[config.mk]
export PLATFORM = sky130hd
export DESIGN_NAME = hazard_scoreboard
export DESIGN_NICKNAME = d
export VERILOG_FILES = /design/src/rtl/hazard_scoreboard.sv
export SDC_FILE = /design/constraint.sdc
export NUM_CORES = 1
export LEC_CHECK = 0
export BUFFER_PORTS_ARGS = -buffer_cell sky130_fd_sc_hd__buf_4
export CAP_MARGIN = 20
export CORE_ASPECT_RATIO = 1.5
export CORE_UTILIZATION = 40
export CTS_CLUSTER_DIAMETER = 200
export DETAILED_ROUTE_END_ITERATION = 7
export HOLD_SLACK_MARGIN = 0.1
export PLACE_DENSITY_LB_ADDON = 0.15
export SLEW_MARGIN = 30
export SYNTH_ARGS = -nofsm -noshare
export SYNTH_HDL_FRONTEND = slang
export SYNTH_SLANG_ARGS = --single-unit
[constraint.sdc]
create_clock -name clk -period 5.85 [get_ports clk]
set_input_delay 0 -clock clk [delete_from_list [all_inputs] [get_ports clk]]
set_output_delay 0 -clock clk [all_outputs]
set_load 0.01 [all_outputs]
[src/rtl/hazard_scoreboard.sv]
// Hazard, forwarding and flush controller: a shifting in-flight scoreboard of
// downstream producers plus a single multicycle-unit (MUL/DIV) tracker.
module hazard_scoreboard #(
  parameter  int unsigned REG_ADDR_WIDTH = 5,
  parameter  int unsigned DEPTH          = 3,
  parameter  int unsigned ALU_READY      = 2,
  parameter  int unsigned LOAD_READY     = 3,
  parameter  int unsigned MC_CNT_WIDTH   = 6,
  localparam int unsigned FWD_SEL_WIDTH  = $clog2(DEPTH + 1)
) (
  input  logic                      clk,
  input  logic                      rst_n,
  input  logic                      issue_valid,
  input  logic [REG_ADDR_WIDTH-1:0] rs1_addr,
  input  logic [REG_ADDR_WIDTH-1:0] rs2_addr,
  input  logic                      rs1_used,
  input  logic                      rs2_used,
  input  logic [REG_ADDR_WIDTH-1:0] rd_addr,
  input  logic                      rd_wen,
  input  logic [1:0]                rd_kind,
  input  logic [MC_CNT_WIDTH-1:0]   mc_latency,
  input  logic                      br_taken,
  output logic                      stall_if,
  output logic                      flush_if,
  output logic                      flush_id,
  output logic [FWD_SEL_WIDTH-1:0]  forward_a_sel,
  output logic [FWD_SEL_WIDTH-1:0]  forward_b_sel,
  output logic                      mc_busy,
  output logic                      mc_wb_en,
  output logic [REG_ADDR_WIDTH-1:0] mc_wb_addr
);

  localparam int unsigned RDY_MAX   = (LOAD_READY > ALU_READY) ? LOAD_READY : ALU_READY;
  localparam int unsigned RDY_WIDTH = $clog2(RDY_MAX + 1);
  // Slot DEPTH is never compared (write-first register file), so only 1..DEPTH-1 are stored.
  localparam int unsigned NSLOT     = (DEPTH > 1) ? DEPTH - 1 : 1;
  localparam logic [1:0]  KIND_LOAD = 2'd1;
  localparam logic [1:0]  KIND_MC   = 2'd2;

  logic                      slot_valid_q [1:NSLOT];
  logic [REG_ADDR_WIDTH-1:0] slot_rd_q    [1:NSLOT];
  logic [RDY_WIDTH-1:0]      slot_rdy_q   [1:NSLOT];

  logic [MC_CNT_WIDTH-1:0]   mc_cnt_q, mc_cnt_d;
  logic [REG_ADDR_WIDTH-1:0] mc_rd_q, mc_rd_d;
  logic [FWD_SEL_WIDTH-1:0]  fwd_a_q, fwd_a_d;
  logic [FWD_SEL_WIDTH-1:0]  fwd_b_q, fwd_b_d;
  logic                      mc_busy_q, mc_wb_en_q;
  logic [REG_ADDR_WIDTH-1:0] mc_wb_addr_q;

  logic [FWD_SEL_WIDTH-1:0]  sel_a, sel_b;
  logic                      haz_a, haz_b, mc_haz;
  logic                      issued, is_mc, mc_pending;
  logic                      entry_valid;
  logic [RDY_WIDTH-1:0]      entry_rdy;
  logic [MC_CNT_WIDTH-1:0]   lat_eff;

  // Youngest matching producer wins: scan oldest to youngest, last hit sticks.
  always_comb begin : src_match
    sel_a = '0;
    haz_a = 1'b0;
    sel_b = '0;
    haz_b = 1'b0;
    for (int k = int'(DEPTH) - 1; k >= 1; k--) begin
      if (rs1_used && rs1_addr != '0 && slot_valid_q[k] && slot_rd_q[k] == rs1_addr) begin
        sel_a = FWD_SEL_WIDTH'(k + 1);
        haz_a = int'(slot_rdy_q[k]) > (k + 1);
      end
      if (rs2_used && rs2_addr != '0 && slot_valid_q[k] && slot_rd_q[k] == rs2_addr) begin
        sel_b = FWD_SEL_WIDTH'(k + 1);
        haz_b = int'(slot_rdy_q[k]) > (k + 1);
      end
    end
  end

  // Multicycle hazards only while the result is more than one cycle away.
  always_comb begin : mc_hazard
    mc_pending = mc_cnt_q > MC_CNT_WIDTH'(1);
    is_mc      = rd_kind == KIND_MC;
    mc_haz     = 1'b0;
    if (mc_pending) begin
      mc_haz = (rs1_used && rs1_addr != '0 && rs1_addr == mc_rd_q) ||
               (rs2_used && rs2_addr != '0 && rs2_addr == mc_rd_q) ||
               (rd_wen && mc_rd_q != '0 && rd_addr == mc_rd_q) ||
               is_mc;
    end
  end

  assign stall_if = issue_valid & ~br_taken & (haz_a | haz_b | mc_haz);
  assign flush_if = br_taken;
  assign flush_id = br_taken;
  assign issued   = issue_valid & ~stall_if & ~br_taken;

  always_comb begin : next_state
    entry_valid = issued && rd_wen && rd_addr != '0 && !is_mc;
    entry_rdy   = (rd_kind == KIND_LOAD) ? RDY_WIDTH'(LOAD_READY) : RDY_WIDTH'(ALU_READY);
    lat_eff     = (mc_latency == '0) ? MC_CNT_WIDTH'(1) : mc_latency;
    mc_cnt_d    = mc_cnt_q;
    mc_rd_d     = mc_rd_q;
    if (issued && is_mc) begin
      mc_cnt_d = lat_eff;
      mc_rd_d  = rd_addr;
    end else if (mc_cnt_q != '0) begin
      mc_cnt_d = mc_cnt_q - MC_CNT_WIDTH'(1);
    end
    fwd_a_d = issued ? sel_a : '0;
    fwd_b_d = issued ? sel_b : '0;
  end

  always_ff @(posedge clk or negedge rst_n) begin : slot_shift
    if (!rst_n) begin
      for (int k = 1; k <= int'(NSLOT); k++) begin
        slot_valid_q[k] <= 1'b0;
        slot_rd_q[k]    <= '0;
        slot_rdy_q[k]   <= '0;
      end
    end else begin
      for (int k = int'(NSLOT); k >= 2; k--) begin
        slot_valid_q[k] <= slot_valid_q[k-1];
        slot_rd_q[k]    <= slot_rd_q[k-1];
        slot_rdy_q[k]   <= slot_rdy_q[k-1];
      end
      slot_valid_q[1] <= entry_valid;
      slot_rd_q[1]    <= entry_valid ? rd_addr : '0;
      slot_rdy_q[1]   <= entry_valid ? entry_rdy : '0;
    end
  end

  // Status outputs are registered from next-state so they track mc_cnt exactly.
  always_ff @(posedge clk or negedge rst_n) begin : state_regs
    if (!rst_n) begin
      mc_cnt_q     <= '0;
      mc_rd_q      <= '0;
      fwd_a_q      <= '0;
      fwd_b_q      <= '0;
      mc_busy_q    <= 1'b0;
      mc_wb_en_q   <= 1'b0;
      mc_wb_addr_q <= '0;
    end else begin
      mc_cnt_q     <= mc_cnt_d;
      mc_rd_q      <= mc_rd_d;
      fwd_a_q      <= fwd_a_d;
      fwd_b_q      <= fwd_b_d;
      mc_busy_q    <= mc_cnt_d != '0;
      mc_wb_en_q   <= mc_cnt_d == MC_CNT_WIDTH'(1);
      mc_wb_addr_q <= (mc_cnt_d == MC_CNT_WIDTH'(1)) ? mc_rd_d : '0;
    end
  end

  assign forward_a_sel = fwd_a_q;
  assign forward_b_sel = fwd_b_q;
  assign mc_busy       = mc_busy_q;
  assign mc_wb_en      = mc_wb_en_q;
  assign mc_wb_addr    = mc_wb_addr_q;

endmodule

==> results.toml <==
[global_routing]
grt_usage_pct = 19.5
grt.overflow.total = 0
grt_max_degree = 36
antenna_found_initial = 0
grt_pass1_vias = 1793
grt_pass1_wl_um = 7810

[floorplanning]
ios = 44
die_area_mm2 = 0.00552
die_y_um = 90.5
rows = 31
core_area_mm2 = 0.00493
initial_core_util_pct = 42.4
fp.dieW_um = 61.0

[power_and_ir_drop]
seq_power_share_pct = 41.7
leakagePower_nw = 1.21
ir_worst_vdd_mv = 0.214
comb_power_share_pct = 35.7
p_int_w = 0.000536
p_per_area_mw_per_mm2 = 313
switching_power_w = 0.000294
switching_share_pct = 35.4
clockPowerShare_pct = 22.6

[placed_design]
numPortBuffers = 43
gp_congestion = 0.836
dpl.hpwl_um = 3710

[routing]
wirelength_um = 4950
final_antenna_net_count = 0
routedWlPerCell_um = 15.3
drc = 0
drt_first_iter_violations = 43
drt-pass1-iter-count = 4
route.vias.total = 1673
viasPerCell = 5.16

[synth]
synth-compound-area-share_pct = 6.53
synthAdderAreaFrac_pct = 1.80
synth_nets = 237
synth_edf_count = 0
synth_top_family_by_area = "simple AND/OR/NAND/NOR gates"
synthFlopType = "dfrtp_1"
synth-simple-area-share_pct = 19.8
synthCells = 204
synth_mux_area_share_pct = 8.63
synthXorXnorAreaFrac_pct = 16.4
synth_area_per_cell_um2 = 10.2
ys_seq_area_share_pct = 42.0
yosys_warnings = 0
ys_ff_latch = 35
synthDistinctLibCells = 40
synth_async_sr_flop_share_pct = 100
synthesis.area_mm2 = 0.00209

[sta]
fin_skew_ps = 6.80
period_needed_ps = 2920
worstMarginPinSlew_ps = 930
final.setup.tns_ps = 0
rsz0062_at_grt = "false"
final_hold_viol_count = 0
period_share_pct = 49.9
max-slew-margin-rel_pct = 38.0
setup_viol = 0
max_freq_ghz = 0.343
slew_violations = 0

[setup_path]
crit_path_start_kind = "register"
crit_fanout = 12
arrival_ps = 2920
cp-end-kind = "output port"
crit_type = "reg -> out"
cp.required_ps = 5850

[clocking]
cts_hold_buf = 14
cts_setup_buffers = 0
root_buffer = "clkbuf_8"
ctsResizeCount = 0
path_clk_slew_ps = 60
clock-sinks = 35
cts_made_buffers = 5
clockBufferDepth = 2
htree_levels = 2
cts_tree = "built"
insertion_delay_ps = 280

[finish]
nets = 290
nFillCells = 478
final_layout_size_suffix_gt1_share_pct = 25.2
diodes = 0
seq_area_um2 = 876
multi_input_area_mm2 = 0.00111
areaGrowthSynthToFinish_pct = 27.3
fin_util_pct = 53.9

[job]
drv_cap = 0

[min_path]
holdCritPathClass = "in -> reg"

[run_status]
status = "finished, final reports clean"
-- power groups by stage --
| stage | registers (W) | clock network (W) | logic, W |
|---|---|---|---|
| after floorplan | 0.000321 | 0 | 0.000226 |
| after global placement | 0.000351 | 0 | 0.000285 |
| after detailed placement | 0.000350 | 0 | 0.000288 |
| after CTS | 0.000346 | 0.000193 | 0.000297 |
| after global routing | 0.000353 | 0.000202 | 0.000328 |
| final | 0.000347 | 0.000187 | 0.000297 |
-- area by class of cell --
cell class                      instances  share of cell area, %
Multi-Input combinational cell        151                   41.7
Sequential cell                        35                   33.0
Timing Repair Buffer                   57                   17.4
Clock buffer                            8                   3.77
Tap cell                               66                   3.11
Inverter                                7                  0.989
-- layout by cell type, fill, tap and decap left out, types with 2 or more instances in the layout --
cell type	instances
xor2_1	28
ha_1	3
nor4b_1	2
o21ai_0	7
or4_4	2
clkbuf_8	7
mux2_2	7
nor4_1	9
nor2b_1	2
o21ai_2	2
nand3_1	9
nand2_1	16
nor3_1	10
a21oi_1	2
o31ai_1	2
or3_1	3
xnor2_1	11
mux2i_1	9
inv_1	7
nand4b_1	2
buf_4	43
dfrtp_1	35
dlygate4sd3_1	14
or4_1	2
nor2_1	7
and4bb_2	2
nand2b_1	3
-- critical path, cell delays in order, from the launching register on --
cell,delay (ps)
dfrtp_1,480
inv_1,140
ha_1,260
nor2_1,110
nor3_1,90
or4_2,690
nor4_1,210
a211o_1,360
o21a_1,170
buf_4,120
-- logic make-up after synthesis --
family,count (synthesis)
and+or+nand+nor,72
xor gates and xnor gates,39
DFF,35
AOI/OAI and AO/OA,20
buffers and inverters,18
muxes,17
adders and majority gates,3
-- synthesized netlist by cell type, drive strengths merged (2+ instances only) --
| cell type | number | area share (%) |
|---|---|---|
| dfrtp | 35 | 42 |
| xor2 | 28 | 12 |
| nand2 | 16 | 2.9 |
| xnor2 | 11 | 4.6 |
| nor3 | 10 | 2.4 |
| mux2i | 9 | 4.3 |
| nand3 | 9 | 2.2 |
| nor4 | 9 | 2.7 |
| o21ai | 9 | 2.5 |
| mux2 | 8 | 4.3 |
| buf | 7 | 2.9 |
| inv | 7 | 1.3 |
| nor2 | 7 | 1.3 |
| or4 | 5 | 2.2 |
| clkbuf | 4 | 0.72 |
| a21oi | 3 | 0.90 |
| and4bb | 3 | 1.8 |
| ha | 3 | 1.8 |
| nand2b | 3 | 0.90 |
| or3 | 3 | 0.90 |
| nand4b | 2 | 0.84 |
| nor2b | 2 | 0.60 |
| nor4b | 2 | 0.84 |
| o31ai | 2 | 0.72 |
-- sequential cells by signal, summed over array words and instances, names as in the netlist, 2 cells and up --
name / count
slot_rd_q: 10
mc_cnt_q: 6
mc_rd_q: 5
mc_wb_addr: 5
forward_a_sel: 2
forward_b_sel: 2
slot_rdy_q: 2
-- routing by layer --
| metal | wire length (µm) | up-vias | track usage (%) |
|---|---|---|---|
| met1 | 1900 | 806 | 19.8 |
| met3 | 119 | 13 | 3.01 |
| met4 | 136 | 0 | 8.90 |
| met2 | 2790 | 37 | 36.6 |
| met5 | 0 | - | 0 |
| li1 | - | 817 | - |
-- path summary, 6_finish.rpt --
check / startpoint / cells after the start / end / slack (ps)
min in group asynchronous: rst_n / 2 / slot_rd_q[1] / 210
hold / removal: rs2_used / 5 / forward_b_sel[0] / 120
setup reg to reg: mc_cnt_q[0] / 8 / forward_b_sel[1] / 3100
hold reg to reg: slot_rd_q[5] / 0 / slot_rd_q[0] / 440
setup / recovery: mc_cnt_q[0] / 9 / stall_if / 2930
max in group asynchronous: rst_n / 2 / slot_rd_q[4] / 5330
-- metrics by stage --
step | setup WS, ps | hold WS (ps) | instance area [µm²] | cells | power [W]
2_1_floorplan | 3600 | -296 | 2090 | 204 | 0.000547
3_3_place_gp | 3170 | -23.6 | 2420 | 302 | 0.000637
3_5_place_dp | 3140 | -23.2 | 2420 | 302 | 0.000637
4_1_cts | 2960 | 111 | 2660 | 324 | 0.000835
5_1_grt | 2770 | 142 | 2660 | 324 | 0.000883
6_report | 2930 | 124 | 2660 | 324 | 0.000831
No activity file was read; power rests on OpenSTA's default activity.
